===== src/rtl/spi_master_pkg.sv =====
// spi_master_pkg: shared FSM encoding, status-register layout and reset values for spi_master.
// Latency: n/a (declarations only).
// Backpressure: n/a.
package spi_master_pkg;

  // FSM state encoding
  localparam logic [1:0] ST_IDLE  = 2'd0;
  localparam logic [1:0] ST_LEAD  = 2'd1;
  localparam logic [1:0] ST_XFER  = 2'd2;
  localparam logic [1:0] ST_TRAIL = 2'd3;

  // Control/status register bit positions
  localparam int STAT_BUSY     = 0;
  localparam int STAT_TX_EMPTY = 1;
  localparam int STAT_TX_FULL  = 2;
  localparam int STAT_RX_EMPTY = 3;
  localparam int STAT_RX_FULL  = 4;
  localparam int STAT_OVR      = 5;
  localparam int STAT_RXIE     = 6;
  localparam int STAT_TXIE     = 7;
  localparam int STAT_CPHA     = 8;
  localparam int STAT_CPOL     = 9;
  localparam int STAT_DIV_LSB  = 10;

  localparam int         DIV_W   = 6;
  localparam logic [5:0] DIV_RST = 6'd3;

  // Bit order matches ctrl[15:8] so a write can be cast straight into it.
  typedef struct packed {
    logic [DIV_W-1:0] div;
    logic             cpol;
    logic             cpha;
  } mode_t;

  localparam mode_t MODE_RST = '{div: DIV_RST, cpol: 1'b0, cpha: 1'b0};

  function automatic logic [15:0] pack_status(
    input mode_t m,
    input logic  txie,
    input logic  rxie,
    input logic  ovr,
    input logic  rx_full,
    input logic  rx_empty,
    input logic  tx_full,
    input logic  tx_empty,
    input logic  busy
  );
    pack_status = {m, txie, rxie, ovr, rx_full, rx_empty, tx_full, tx_empty, busy};
  endfunction

endpackage


===== src/rtl/spi_master_fifo.sv =====
// spi_master_fifo: byte-wide synchronous FIFO, head visible combinationally on rd_dat.
// Latency: a pushed byte is at the head one clk after the push.
// Backpressure: push while full is dropped unless a pop happens in the same clk; pop while empty is ignored.
// Ports: clk/rst (sync, active high); push/wr_dat write side; pop/rd_dat read side;
//        full/empty/count occupancy.
module spi_master_fifo #(
  parameter int DEPTH = 4,
  parameter int CW    = $clog2(DEPTH) + 1
) (
  input  logic          clk,
  input  logic          rst,
  input  logic          push,
  input  logic [7:0]    wr_dat,
  input  logic          pop,
  output logic [7:0]    rd_dat,
  output logic          full,
  output logic          empty,
  output logic [CW-1:0] count
);

  localparam int AW = $clog2(DEPTH);

  logic [7:0]    mem [DEPTH];
  logic [AW-1:0] wr_ptr;
  logic [AW-1:0] rd_ptr;
  logic          do_push;
  logic          do_pop;

  assign full    = (count == CW'(DEPTH));
  assign empty   = (count == '0);
  assign do_pop  = pop & ~empty;
  // A pop in the same clk frees the slot being written, so a full FIFO can still accept.
  assign do_push = push & (~full | do_pop);
  assign rd_dat  = mem[rd_ptr];

  // DEPTH is a power of two, so the pointers wrap by natural overflow.
  always_ff @(posedge clk) begin
    if (rst) begin
      wr_ptr <= '0;
      rd_ptr <= '0;
      count  <= '0;
    end else begin
      if (do_push) wr_ptr <= wr_ptr + 1'b1;
      if (do_pop)  rd_ptr <= rd_ptr + 1'b1;
      case ({do_push, do_pop})
        2'b10:   count <= count + 1'b1;
        2'b01:   count <= count - 1'b1;
        default: ;
      endcase
    end
  end

  always_ff @(posedge clk) begin
    if (do_push) mem[wr_ptr] <= wr_dat;
  end

endmodule


===== src/rtl/spi_master.sv =====
// spi_master: register-bus SPI master with byte TX/RX FIFOs, programmable DIV and CPOL/CPHA.
// Latency: bus ack 1 clk after cyc; a queued TX byte is popped on the next clk and o_CSn falls 1 clk later.
// Backpressure: none on the bus; TX writes when full are dropped, RX bytes arriving when full are dropped and set OVR.
// Ports: clk/rst (sync, active high); i_dbus_adr/cyc/we/dat, o_dbus_rdt/ack register bus
//        (adr 0 = data FIFO, 1 = control/status); o_int level interrupt; o_SCLK/o_MOSI/i_MISO/o_CSn SPI pins.
module spi_master
  import spi_master_pkg::*;
#(
  parameter int FIFO_DEPTH = 4
) (
  input  logic        clk,
  input  logic        rst,
  input  logic        i_dbus_adr,
  input  logic        i_dbus_cyc,
  input  logic        i_dbus_we,
  input  logic [15:0] i_dbus_dat,
  output logic [15:0] o_dbus_rdt,
  output logic        o_dbus_ack,
  output logic        o_int,
  output logic        o_SCLK,
  output logic        o_MOSI,
  input  logic        i_MISO,
  output logic        o_CSn
);

  localparam int CW = $clog2(FIFO_DEPTH) + 1;

  // Register-bus state
  mode_t mode_reg;     // programmed DIV/CPOL/CPHA
  logic  txie;
  logic  rxie;
  logic  ovr;

  // Transfer state
  logic [1:0]  state;
  mode_t       mode_lat;  // settings frozen for the byte in flight
  logic [5:0]  div_cnt;
  logic [3:0]  hp;        // half-period index within XFER
  logic [7:0]  tx_sh;
  logic [7:0]  rx_sh;

  // FIFO hookup
  logic          tx_push, tx_pop, tx_full, tx_empty;
  logic          rx_push, rx_pop, rx_full, rx_empty;
  logic [7:0]    tx_head, rx_head;
  logic [CW-1:0] tx_count, rx_count;

  logic        wr_data, rd_data, wr_ctrl;
  logic        busy;
  logic        half_done;
  logic        xfer_end;
  logic        edge_sample;
  logic        rx_ovf;
  logic [15:0] status;

  // ---------------------------------------------------------------- bus decode
  // Side effects are qualified by ack so each bus cycle acts exactly once.
  assign wr_data = o_dbus_ack &  i_dbus_we & ~i_dbus_adr;
  assign wr_ctrl = o_dbus_ack &  i_dbus_we &  i_dbus_adr;
  assign rd_data = o_dbus_ack & ~i_dbus_we & ~i_dbus_adr;

  assign busy   = (state != ST_IDLE);
  assign status = pack_status(mode_reg, txie, rxie, ovr, rx_full, rx_empty, tx_full, tx_empty, busy);

  always_comb begin
    o_dbus_rdt = '0;
    if (o_dbus_ack && !i_dbus_we) begin
      if (i_dbus_adr)     o_dbus_rdt = status;
      else if (!rx_empty) o_dbus_rdt = {8'd0, rx_head};
    end
  end

  assign o_int = (txie & status[STAT_TX_EMPTY] & ~status[STAT_BUSY])
               | (rxie & ~status[STAT_RX_EMPTY])
               | status[STAT_OVR];

  always_ff @(posedge clk) begin
    if (rst) begin
      o_dbus_ack <= 1'b0;
      mode_reg   <= MODE_RST;
      txie       <= 1'b0;
      rxie       <= 1'b0;
      ovr        <= 1'b0;
    end else begin
      o_dbus_ack <= i_dbus_cyc & ~o_dbus_ack;
      if (wr_ctrl) begin
        mode_reg <= mode_t'(i_dbus_dat[15:STAT_CPHA]);
        txie     <= i_dbus_dat[STAT_TXIE];
        rxie     <= i_dbus_dat[STAT_RXIE];
      end
      // A new overflow wins over a simultaneous clear so the event is never lost.
      if (rx_ovf)                             ovr <= 1'b1;
      else if (wr_ctrl && i_dbus_dat[STAT_OVR]) ovr <= 1'b0;
    end
  end

  // ---------------------------------------------------------------- FIFOs
  assign tx_push = wr_data;
  assign rx_pop  = rd_data;

  assign half_done = (div_cnt == mode_lat.div);
  assign xfer_end  = (state == ST_XFER) & half_done & (hp == 4'd15);
  // Pop either to start from IDLE or to chain the next byte of a burst.
  assign tx_pop    = ~tx_empty & ((state == ST_IDLE) | xfer_end);
  assign rx_push   = xfer_end;
  // A same-clk bus read frees a slot, so that case is not an overflow.
  assign rx_ovf    = xfer_end & rx_full & ~rx_pop;

  spi_master_fifo #(.DEPTH(FIFO_DEPTH), .CW(CW)) u_tx_fifo (
    .clk    (clk),
    .rst    (rst),
    .push   (tx_push),
    .wr_dat (i_dbus_dat[7:0]),
    .pop    (tx_pop),
    .rd_dat (tx_head),
    .full   (tx_full),
    .empty  (tx_empty),
    .count  (tx_count)
  );

  spi_master_fifo #(.DEPTH(FIFO_DEPTH), .CW(CW)) u_rx_fifo (
    .clk    (clk),
    .rst    (rst),
    .push   (rx_push),
    .wr_dat (rx_sh),
    .pop    (rx_pop),
    .rd_dat (rx_head),
    .full   (rx_full),
    .empty  (rx_empty),
    .count  (rx_count)
  );

  // The occupancy counts must agree with the flags the FSM and bus rely on.
  always_ff @(posedge clk) begin
    if (!rst) begin
      assert (tx_full  == (tx_count == CW'(FIFO_DEPTH)));
      assert (rx_empty == (rx_count == '0));
    end
  end

  // ---------------------------------------------------------------- FSM
  // Entering XFER half-period hp+1 is SCLK edge number hp+2, which is odd when hp is odd.
  // CPHA=0 samples on odd edges, CPHA=1 on even edges; every other edge shifts MOSI.
  assign edge_sample = hp[0] ^ mode_lat.cpha;

  always_ff @(posedge clk) begin
    if (rst) begin
      state    <= ST_IDLE;
      mode_lat <= MODE_RST;
      div_cnt  <= '0;
      hp       <= '0;
      tx_sh    <= '0;
      rx_sh    <= '0;
      o_SCLK   <= 1'b0;
      o_MOSI   <= 1'b0;
      o_CSn    <= 1'b1;
    end else if (tx_pop) begin
      // Start of a byte, from IDLE or as the next byte of a burst.
      state    <= ST_LEAD;
      mode_lat <= mode_reg;
      div_cnt  <= '0;
      tx_sh    <= tx_head;
      o_MOSI   <= tx_head[7];
      o_SCLK   <= mode_reg.cpol;
      o_CSn    <= 1'b0;
    end else begin
      case (state)
        ST_IDLE: begin
          div_cnt <= '0;
        end
        ST_LEAD: begin
          if (half_done) begin
            // Edge 1: CPHA=0 samples here; for CPHA=1 the "shift" is bit 7, already on MOSI.
            state   <= ST_XFER;
            hp      <= '0;
            div_cnt <= '0;
            o_SCLK  <= ~mode_lat.cpol;
            if (!mode_lat.cpha) rx_sh <= {rx_sh[6:0], i_MISO};
          end else begin
            div_cnt <= div_cnt + 1'b1;
          end
        end
        ST_XFER: begin
          if (half_done) begin
            div_cnt <= '0;
            if (hp == 4'd15) begin
              // SCLK is already back at CPOL during the last half-period.
              state  <= ST_TRAIL;
              o_SCLK <= mode_lat.cpol;
            end else begin
              hp     <= hp + 1'b1;
              o_SCLK <= ~o_SCLK;
              if (edge_sample) begin
                rx_sh <= {rx_sh[6:0], i_MISO};
              end else begin
                tx_sh  <= {tx_sh[6:0], 1'b0};
                o_MOSI <= tx_sh[6];
              end
            end
          end else begin
            div_cnt <= div_cnt + 1'b1;
          end
        end
        default: begin  // ST_TRAIL
          if (half_done) begin
            state   <= ST_IDLE;
            div_cnt <= '0;
            o_CSn   <= 1'b1;
          end else begin
            div_cnt <= div_cnt + 1'b1;
          end
        end
      endcase
    end
  end

endmodule

===== config.mk =====
export PLATFORM = sky130hd
export DESIGN_NAME = spi_master
export DESIGN_NICKNAME = d
export VERILOG_FILES = /design/src/rtl/spi_master_pkg.sv /design/src/rtl/spi_master_fifo.sv /design/src/rtl/spi_master.sv
export SDC_FILE = /design/constraint.sdc
export NUM_CORES = 1
export LEC_CHECK = 0
export BUFFER_PORTS_ARGS = -buffer_cell sky130_fd_sc_hd__buf_2
export CORE_MARGIN = 3
export CORE_UTILIZATION = 55
export CTS_CLUSTER_DIAMETER = 100
export DETAILED_ROUTE_END_ITERATION = 6
export GPL_ROUTABILITY_DRIVEN = 0
export MAX_ROUTING_LAYER = met4
export PLACE_DENSITY = 0.74
export SYNTH_ARGS = -nofsm -noshare
export SYNTH_HDL_FRONTEND = slang
export SYNTH_SLANG_ARGS = --single-unit
export TNS_END_PERCENT = 1

===== constraint.sdc =====
create_clock -name clk -period 4.1 [get_ports clk]
set_input_delay 1.23 -clock clk [delete_from_list [all_inputs] [get_ports clk]]
set_output_delay 1.23 -clock clk [all_outputs]
set_load 0.1 [all_outputs]

==> results.txt, run 1 <==
----------------------------------------------------
[Yosys]
  Synth Area in Adders ... 4.259%
  Simple-gate share of the synthesized area ... 13.73%
  Number of warnings printed during yosys synthesis ... 0
  Netlist area before placement ... 5640 µm²
  Sequential-to-total area share from yosys stat ... 58.21%
  Synthesized area per cell ... 12.16 µm²
  Compound-gate portion of the synthesized area ... 7.542%
  Post-Syn Instances ... 464
  Proportion of synthesized flip-flops having asynchronous set or reset ... 0%
  Unique cell type count in the Yosys netlist ... 51
  Main combinational cell family by area after synthesis ... simple AND/OR/NAND/NOR gates
  Synthesized net count ... 504
  Top_reg_cell synth ... dfxtp_1
  Number of enable flip-flop cells after synthesis ... 64
  Synth Register Bits ... 132
  Multiplexer area fraction after synthesis ... 10.29%
  Area share of xor/xnor cells in the synthesized design ... 2.950%

[Timing]
  Final critical-path setup slack ... 0.4567 ns
  Worst-margin pin slew ... 0.8088 ns
  Final worst path period need ... 3.643 ns
  Clock skew after layout ... 0.006986 ns
  Peak Freq ... 0.2745 GHz
  Worst hold slack after final layout ... 0.4710 ns
  Fraction of the cycle the final worst path needs ... 88.86%
  # setup viols final ... 0
  RSZ-0062 raised after global routing ... no
  Pins over their slew limit ... 0
  Final-layout setup total negative slack ... 0 ns
  Rel. slew slack ... 46.08%
  Final hold viol count ... 0

[Worst hold path]
  Class of the worst hold path ... reg -> reg
  Hold wc startpoint ... mode_reg[5]
  Hold Crit Endpoint ... mode_reg[5]
  Worst hold path cell count ... 2

[GRT]
  Global-route wire length before repair ... 18,480 µm
  Gr ovfl total ... 0
  Via count of the first global-routing pass ... 3,730
  Initial antenna violation count ... 0
  Largest net degree at the start of global routing ... 45
  GRT Util Overall ... 21.77%

[Die]
  Die area ... 11,510 µm²
  Floorplan row count ... 36
  Die extent in x ... 107.3 µm
  Initial cell density of the core ... 57.18%
  Top-Level Pins ... 43
  Core area ... 9864 µm²
  Height of the die ... 107.3 µm

[Finish]
  Most used cells in the layout excluding fill and tap cells ... dfxtp_1 (68), edfxtp_1 (64), nor2_1 (48), nand2_1 (33), buf_2 (28)
  Commonest non-fill, non-tap cell in the layout ... dfxtp_1
  Final standard cell utilization of the core ... 68.52%
  Layout cell share with drive strength beyond 1 ... 19.58%
  Layout Area Growth over Synthesis ... 19.83%
  Cell Count, Final, Fillers Out ... 654
  Number of nets in the final layout ... 548
  Number of fillers in the final layout ... 689
  Final std cell area, no fill ... 6759 µm²
  Number of antenna repair diodes ... 0
  Top flop regs ... u_rx_fifo.mem x32, u_tx_fifo.mem x32

[Pwr]
  Power per unit of standard cell area ... 535.7 nW/µm²
  Static leakage ... 2.492 nW
  Total design power ... 3.621 mW
  Worst-case vdd ir drop ... 0.0002915 V

[Worst setup path]
  Kind of critical path ... in -> out
  Reg2reg end ... u_tx_fifo.count[2]
  Crit path max fanout ... 7
  Minimum setup slack among reg-to-reg paths ... 0.99 ns
  Endpoint type of the worst setup path ... output pin
  R2r startpoint ... state[0]
  Length in cells of the worst reg-to-reg path ... 13
  Critical path startpoint category ... input port
  Required time at the endpoint of the critical path ... 2.87 ns
  CP arrival ... 2.41 ns

[Drt]
  Wirelength, routed ... 11,260 µm
  Vias post-DR ... 3,640
  Top layer used by detailed routing ... met4
  Post-Route M1 WL ... 5004 µm
  Routed met2 length ... 5628 µm
  Remaining design rule violation count ... 0
  Met3 Routed Length ... 457 µm
  Drt initial violations ... 234
  DR vias/cell ... 5.566
  WL per Instance ... 17.22 µm
  Number of nets with antenna violations after detailed routing ... 0
  Detailed-routing iteration count for the pre-antenna-repair pass ... 4

[Clock tree]
  Clock root buffer master ... clkbuf_8
  Number of buffers inserted during clock tree synthesis ... 17
  Clock network latency to the later pin of the worst-skew pair ... 0.52 ns
  Clock H-tree levels ... 4
  Sinks on the clock net ... 132
  Clock transition at path regs ... 0.06 ns
  Number of instances resized during post-cts repair ... 0
  Clock tree from TritonCTS ... done
  Buffers from clock root to sink, at most ... 2
  Cts-stage hold buffer count ... 0
  Number of setup buffers added after CTS ... 0

[Placed design]
  Post-DP HPWL ... 7647 µm
  Number of buffer cells added on primary ports ... 42
  Worst-case setup slack after placement ... 0.4514 ns
  Placed Area ... 6180 µm²
  Number of placed instances, taps included ... 622

[Job]
  # Max-Cap Violations ... 0

[Outcome]
  Result of the run ... complete, no violations

----------------------------------------------------
routing by layer:
metal	global-route usage (%)	vias up
met4	6.393	0
met2	35.39	77
met5	-	-
met3	5.879	15
li1	-	1759
met1	26.96	1789
layout make-up:
| cell class | instances | area (µm²) | area share, % |
|---|---|---|---|
| Clock buffer | 18 | 417.9 | 6.183 |
| Clock inverter | 14 | 161.4 | 2.388 |
| Inverter | 22 | 82.58 | 1.222 |
| Multi-Input combinational cell | 289 | 2197 | 32.51 |
| Sequential cell | 132 | 3283 | 48.57 |
| Tap cell | 133 | 166.4 | 2.462 |
| Timing Repair Buffer | 46 | 450.4 | 6.664 |
cell usage after synthesis (2+ instances only):
master / instances / area [µm²]
nor3_1: 5 / 25.02
nand3_1: 11 / 55.05
ha_1: 16 / 200.2
mux2i_1: 22 / 220.2
or4_1: 2 / 15.01
xnor2_1: 10 / 87.58
a211o_1: 3 / 26.28
nand3b_1: 3 / 22.52
buf_1: 2 / 7.510
edfxtp_1: 64 / 1922
a22o_1: 3 / 26.28
and4_1: 2 / 17.52
nand2_1: 33 / 123.9
nand4_1: 2 / 12.51
buf_2: 4 / 20.02
mux4_2: 16 / 360.4
and2_1: 11 / 68.82
nor2_1: 48 / 180.2
and3_1: 7 / 43.79
xor2_1: 9 / 78.83
o21ai_0: 11 / 55.05
a31oi_1: 3 / 18.77
a21oi_1: 25 / 125.1
clkbuf_1: 14 / 52.55
o21ai_1: 2 / 10.01
fa_1: 2 / 40.04
dfxtp_1: 68 / 1361
nand2b_1: 10 / 62.56
inv_1: 21 / 78.83
a211oi_1: 7 / 52.55
nor3b_1: 3 / 22.52
or3_1: 6 / 37.54
report_power, final:
part | internal, mW | total [mW] | switching (mW)
sequential | 1.44 | 1.52 | 0.0731
combinational | 0.248 | 0.633 | 0.385
clock | 0.920 | 1.47 | 0.550
total | 2.61 | 3.62 | 1.01
worst max-delay path: stages:
cell and delay, ns:
buf_2 0.14, nand2_1 0.07, or2_2 0.39, nor2_1 0.14
buf_2 0.44
worst max-delay path by stage:
stage,start,endpoint,slack [ns]
3_5_place_dp,i_dbus_adr,o_dbus_rdt[10],0.45
5_1_grt,i_dbus_adr,o_dbus_rdt[10],0.38
2_1_floorplan,i_dbus_we,o_dbus_rdt[0],-0.22
3_3_place_gp,i_dbus_adr,o_dbus_rdt[11],0.51
6_report,i_dbus_adr,o_dbus_rdt[10],0.46
4_1_cts,i_dbus_adr,o_dbus_rdt[10],0.44
logic make-up (layout without fill, tap and decap cells):
family | count (synthesis) | after routing
xor gates and xnor gates | 19 | 19
muxes | 38 | 38
DFF | 132 | 132
and+or+nand+nor | 150 | 150
adders and majority gates | 18 | 18
AOI/OAI and AO/OA | 64 | 64
buffers and inverters | 43 | 100
Power figures use the tool's default switching activity.
==> run 2, diff against run 1 <==
--- a/config.mk
+++ b/config.mk
@@ -7,12 +7,13 @@
 export LEC_CHECK = 0
 export BUFFER_PORTS_ARGS = -buffer_cell sky130_fd_sc_hd__buf_2
 export CORE_MARGIN = 3
-export CORE_UTILIZATION = 55
+export CORE_UTILIZATION = 50
 export CTS_CLUSTER_DIAMETER = 100
 export DETAILED_ROUTE_END_ITERATION = 6
 export GPL_ROUTABILITY_DRIVEN = 0
 export MAX_ROUTING_LAYER = met4
-export PLACE_DENSITY = 0.74
+export PLACE_DENSITY = 0.68
+export SLEW_MARGIN = 20
 export SYNTH_ARGS = -nofsm -noshare
 export SYNTH_HDL_FRONTEND = slang
 export SYNTH_SLANG_ARGS = --single-unit
==> results.txt, run 2 (same netlist as run 1, synthesis figures left out) <==
----------------------------------------------------
[GRT]
  Gr ovfl total ... 0 (unchanged)
  Largest net degree at the start of global routing ... 43 (-4.4%)
  Global-route wire length before repair ... 18,960 µm (+2.6%)
  Via count of the first global-routing pass ... 3,725 (-0.13%)
  Initial antenna violation count ... 0 (unchanged)
  GRT Util Overall ... 20.07% (-1.7 points)

[Drt]
  WL per Instance ... 17.04 µm (-1.0%)
  Top layer used by detailed routing ... met4
  Remaining design rule violation count ... 0 (unchanged)
  Routed met2 length ... 5616 µm (-0.21%)
  Post-Route M1 WL ... 4797 µm (-4.1%)
  Number of nets with antenna violations after detailed routing ... 0 (unchanged)
  DR vias/cell ... 5.557 (-0.15%)
  Vias post-DR ... 3,679 (+1.1%)
  Detailed-routing iteration count for the pre-antenna-repair pass ... 5 (+1)
  Met3 Routed Length ... 718 µm (+57%)
  Drt initial violations ... 216 (-7.7%)
  Wirelength, routed ... 11,280 µm (+0.19%)

[Worst hold path]
  Worst hold path cell count ... 2 (unchanged)
  Hold wc startpoint ... mode_reg[2]
  Class of the worst hold path ... reg -> reg
  Hold Crit Endpoint ... mode_reg[2]

[Pwr]
  Worst-case vdd ir drop ... 0.0004750 V (+63%)
  Static leakage ... 2.485 nW (-0.26%)
  Power per unit of standard cell area ... 525.5 nW/µm² (-1.9%)
  Total design power ... 3.546 mW (-2.1%)

[Job]
  # Max-Cap Violations ... 0 (unchanged)

[Die]
  Initial cell density of the core ... 51.58% (-5.6 points)
  Floorplan row count ... 38 (+5.6%)
  Core area ... 10,940 µm² (+11%)
  Top-Level Pins ... 43 (unchanged)
  Height of the die ... 112.2 µm (+4.6%)
  Die extent in x ... 112.2 µm (+4.6%)
  Die area ... 12,590 µm² (+9.4%)

[Clock tree]
  Clock network latency to the later pin of the worst-skew pair ... 0.42 ns (-0.10 ns)
  Clock H-tree levels ... 4 (unchanged)
  Clock transition at path regs ... 0.05 ns (about the same)
  Clock tree from TritonCTS ... done
  Buffers from clock root to sink, at most ... 2 (unchanged)
  Number of buffers inserted during clock tree synthesis ... 17 (unchanged)
  Cts-stage hold buffer count ... 0 (unchanged)
  Number of setup buffers added after CTS ... 0 (unchanged)
  Number of instances resized during post-cts repair ... 0 (unchanged)
  Sinks on the clock net ... 132 (unchanged)
  Clock root buffer master ... clkbuf_16

[Worst setup path]
  Kind of critical path ... in -> out
  Reg2reg end ... u_rx_fifo.count[2]
  Length in cells of the worst reg-to-reg path ... 12 (-1)
  Endpoint type of the worst setup path ... output pin
  CP arrival ... 2.38 ns (-0.03 ns)
  Critical path, cell by cell ... buf_2 > nand2_1 > or2_2 > nor2_1 > buf_2
  Cell mode on critical path ... buf_2
  Critical path startpoint category ... input port
  Critical path's largest stage delay ... 0.43 ns (about the same)
  Crit path max fanout ... 7 (unchanged)
  Required time at the endpoint of the critical path ... 2.87 ns (about the same)
  R2r startpoint ... state[0]
  Minimum setup slack among reg-to-reg paths ... 0.89 ns (-0.10 ns)
  Slowest cell on the critical path ... buf_2

[Finish]
  Most used cells in the layout excluding fill and tap cells ... dfxtp_1 (68), edfxtp_1 (64), nor2_1 (48), nand2_1 (33), buf_2 (28)
  Layout Area Growth over Synthesis ... 19.63%
  Commonest non-fill, non-tap cell in the layout ... dfxtp_1
  Final std cell area, no fill ... 6748 µm² (-0.17%)
  Number of nets in the final layout ... 549 (+0.18%)
  Top flop regs ... u_rx_fifo.mem x32, u_tx_fifo.mem x32
  Number of fillers in the final layout ... 868 (+26%)
  Layout cell share with drive strength beyond 1 ... 19.35% (-0.23 points)
  Number of antenna repair diodes ... 0 (unchanged)
  Final standard cell utilization of the core ... 61.70% (-6.8 points)

[Placed design]
  Number of buffer cells added on primary ports ... 42 (unchanged)
  Post-DP HPWL ... 7597 µm (-0.65%)
  Placed Area ... 6196 µm² (+0.26%)

[Timing]
  Clock skew after layout ... 0.007954 ns (+0.0009683 ns)
  Worst hold slack after final layout ... 0.4695 ns (-0.001532 ns)
  Pins over their slew limit ... 0 (unchanged)
  Final hold viol count ... 0 (unchanged)
  RSZ-0062 raised after global routing ... no
  Peak Freq ... 0.2771 GHz (+0.95%)
  Fraction of the cycle the final worst path needs ... 88.03% (-0.83 points)
  Rel. slew slack ... 46.40% (+0.32 points)
  Final worst path period need ... 3.609 ns (-0.03415 ns)
  # setup viols final ... 0 (unchanged)
  Worst-margin pin slew ... 0.8039 ns (-0.004840 ns)

[Outcome]
  Result of the run ... complete, no violations

----------------------------------------------------
## run 2: cell count changes in the layout (fill, tap and decap cells not counted), sizes merged
cell    before  now
clkbuf      18   21
buf         46   47
bufinv       3    2
clkinv       7    6
inv         23   22
## run 2: report_power, final
part / internal, mW / total, mW / leakage [nW] / switching, mW
Sequential: 1.45 / 1.52 / 1.13 / 0.0733
Combinational: 0.247 / 0.621 / 1.09 / 0.375
Clock: 0.884 / 1.41 / 0.264 / 0.522
## run 2: per-layer routing
layer | vias up | GRT usage (%)
met5 | - | -
met4 | 0 | 5.929
met3 | 17 | 7.062
met2 | 90 | 32.34
met1 | 1811 | 23.97
li1 | 1761 | -
## run 2: critical path, delay by kind of cell
kind	cells	cell delay, ns
buffers and inverters	2	0.57
AND/OR/NAND/NOR	3	0.56
## run 2: worst max-delay path by stage
stage / start / to / slack (ns) / cells after the start
floorplan: i_dbus_we / o_dbus_rdt[0] / -0.22 / 3
global placement: i_dbus_adr / o_dbus_rdt[10] / 0.50 / 5
detailed placement: i_dbus_adr / o_dbus_rdt[11] / 0.49 / 5
CTS: i_dbus_adr / o_dbus_rdt[11] / 0.49 / 5
global route: i_dbus_adr / o_dbus_rdt[10] / 0.40 / 5
finish: i_dbus_adr / o_dbus_rdt[10] / 0.49 / 5
## run 2: through the flow
step / std cells / TNS (ns) / setup WS [ns]
2_1_floorplan: 464 / -0.8935 / -0.2180
3_3_place_gp: 630 / 0 / 0.5022
3_5_place_dp: 630 / 0 / 0.4903
4_1_cts: 662 / 0 / 0.4915
5_1_grt: 662 / 0 / 0.3996
6_report: 662 / 0 / 0.4908
## run 2: layout make-up
class	count	area, µm²	share of cell area (%)
sequential	132	3283	48.66
multi-input combinational	289	2197	32.56
timing repair buffer	47	457.9	6.787
clock buffer	21	440.4	6.527
tap	140	175.2	2.596
clock inverter	11	111.4	1.650
inverter	22	82.58	1.224
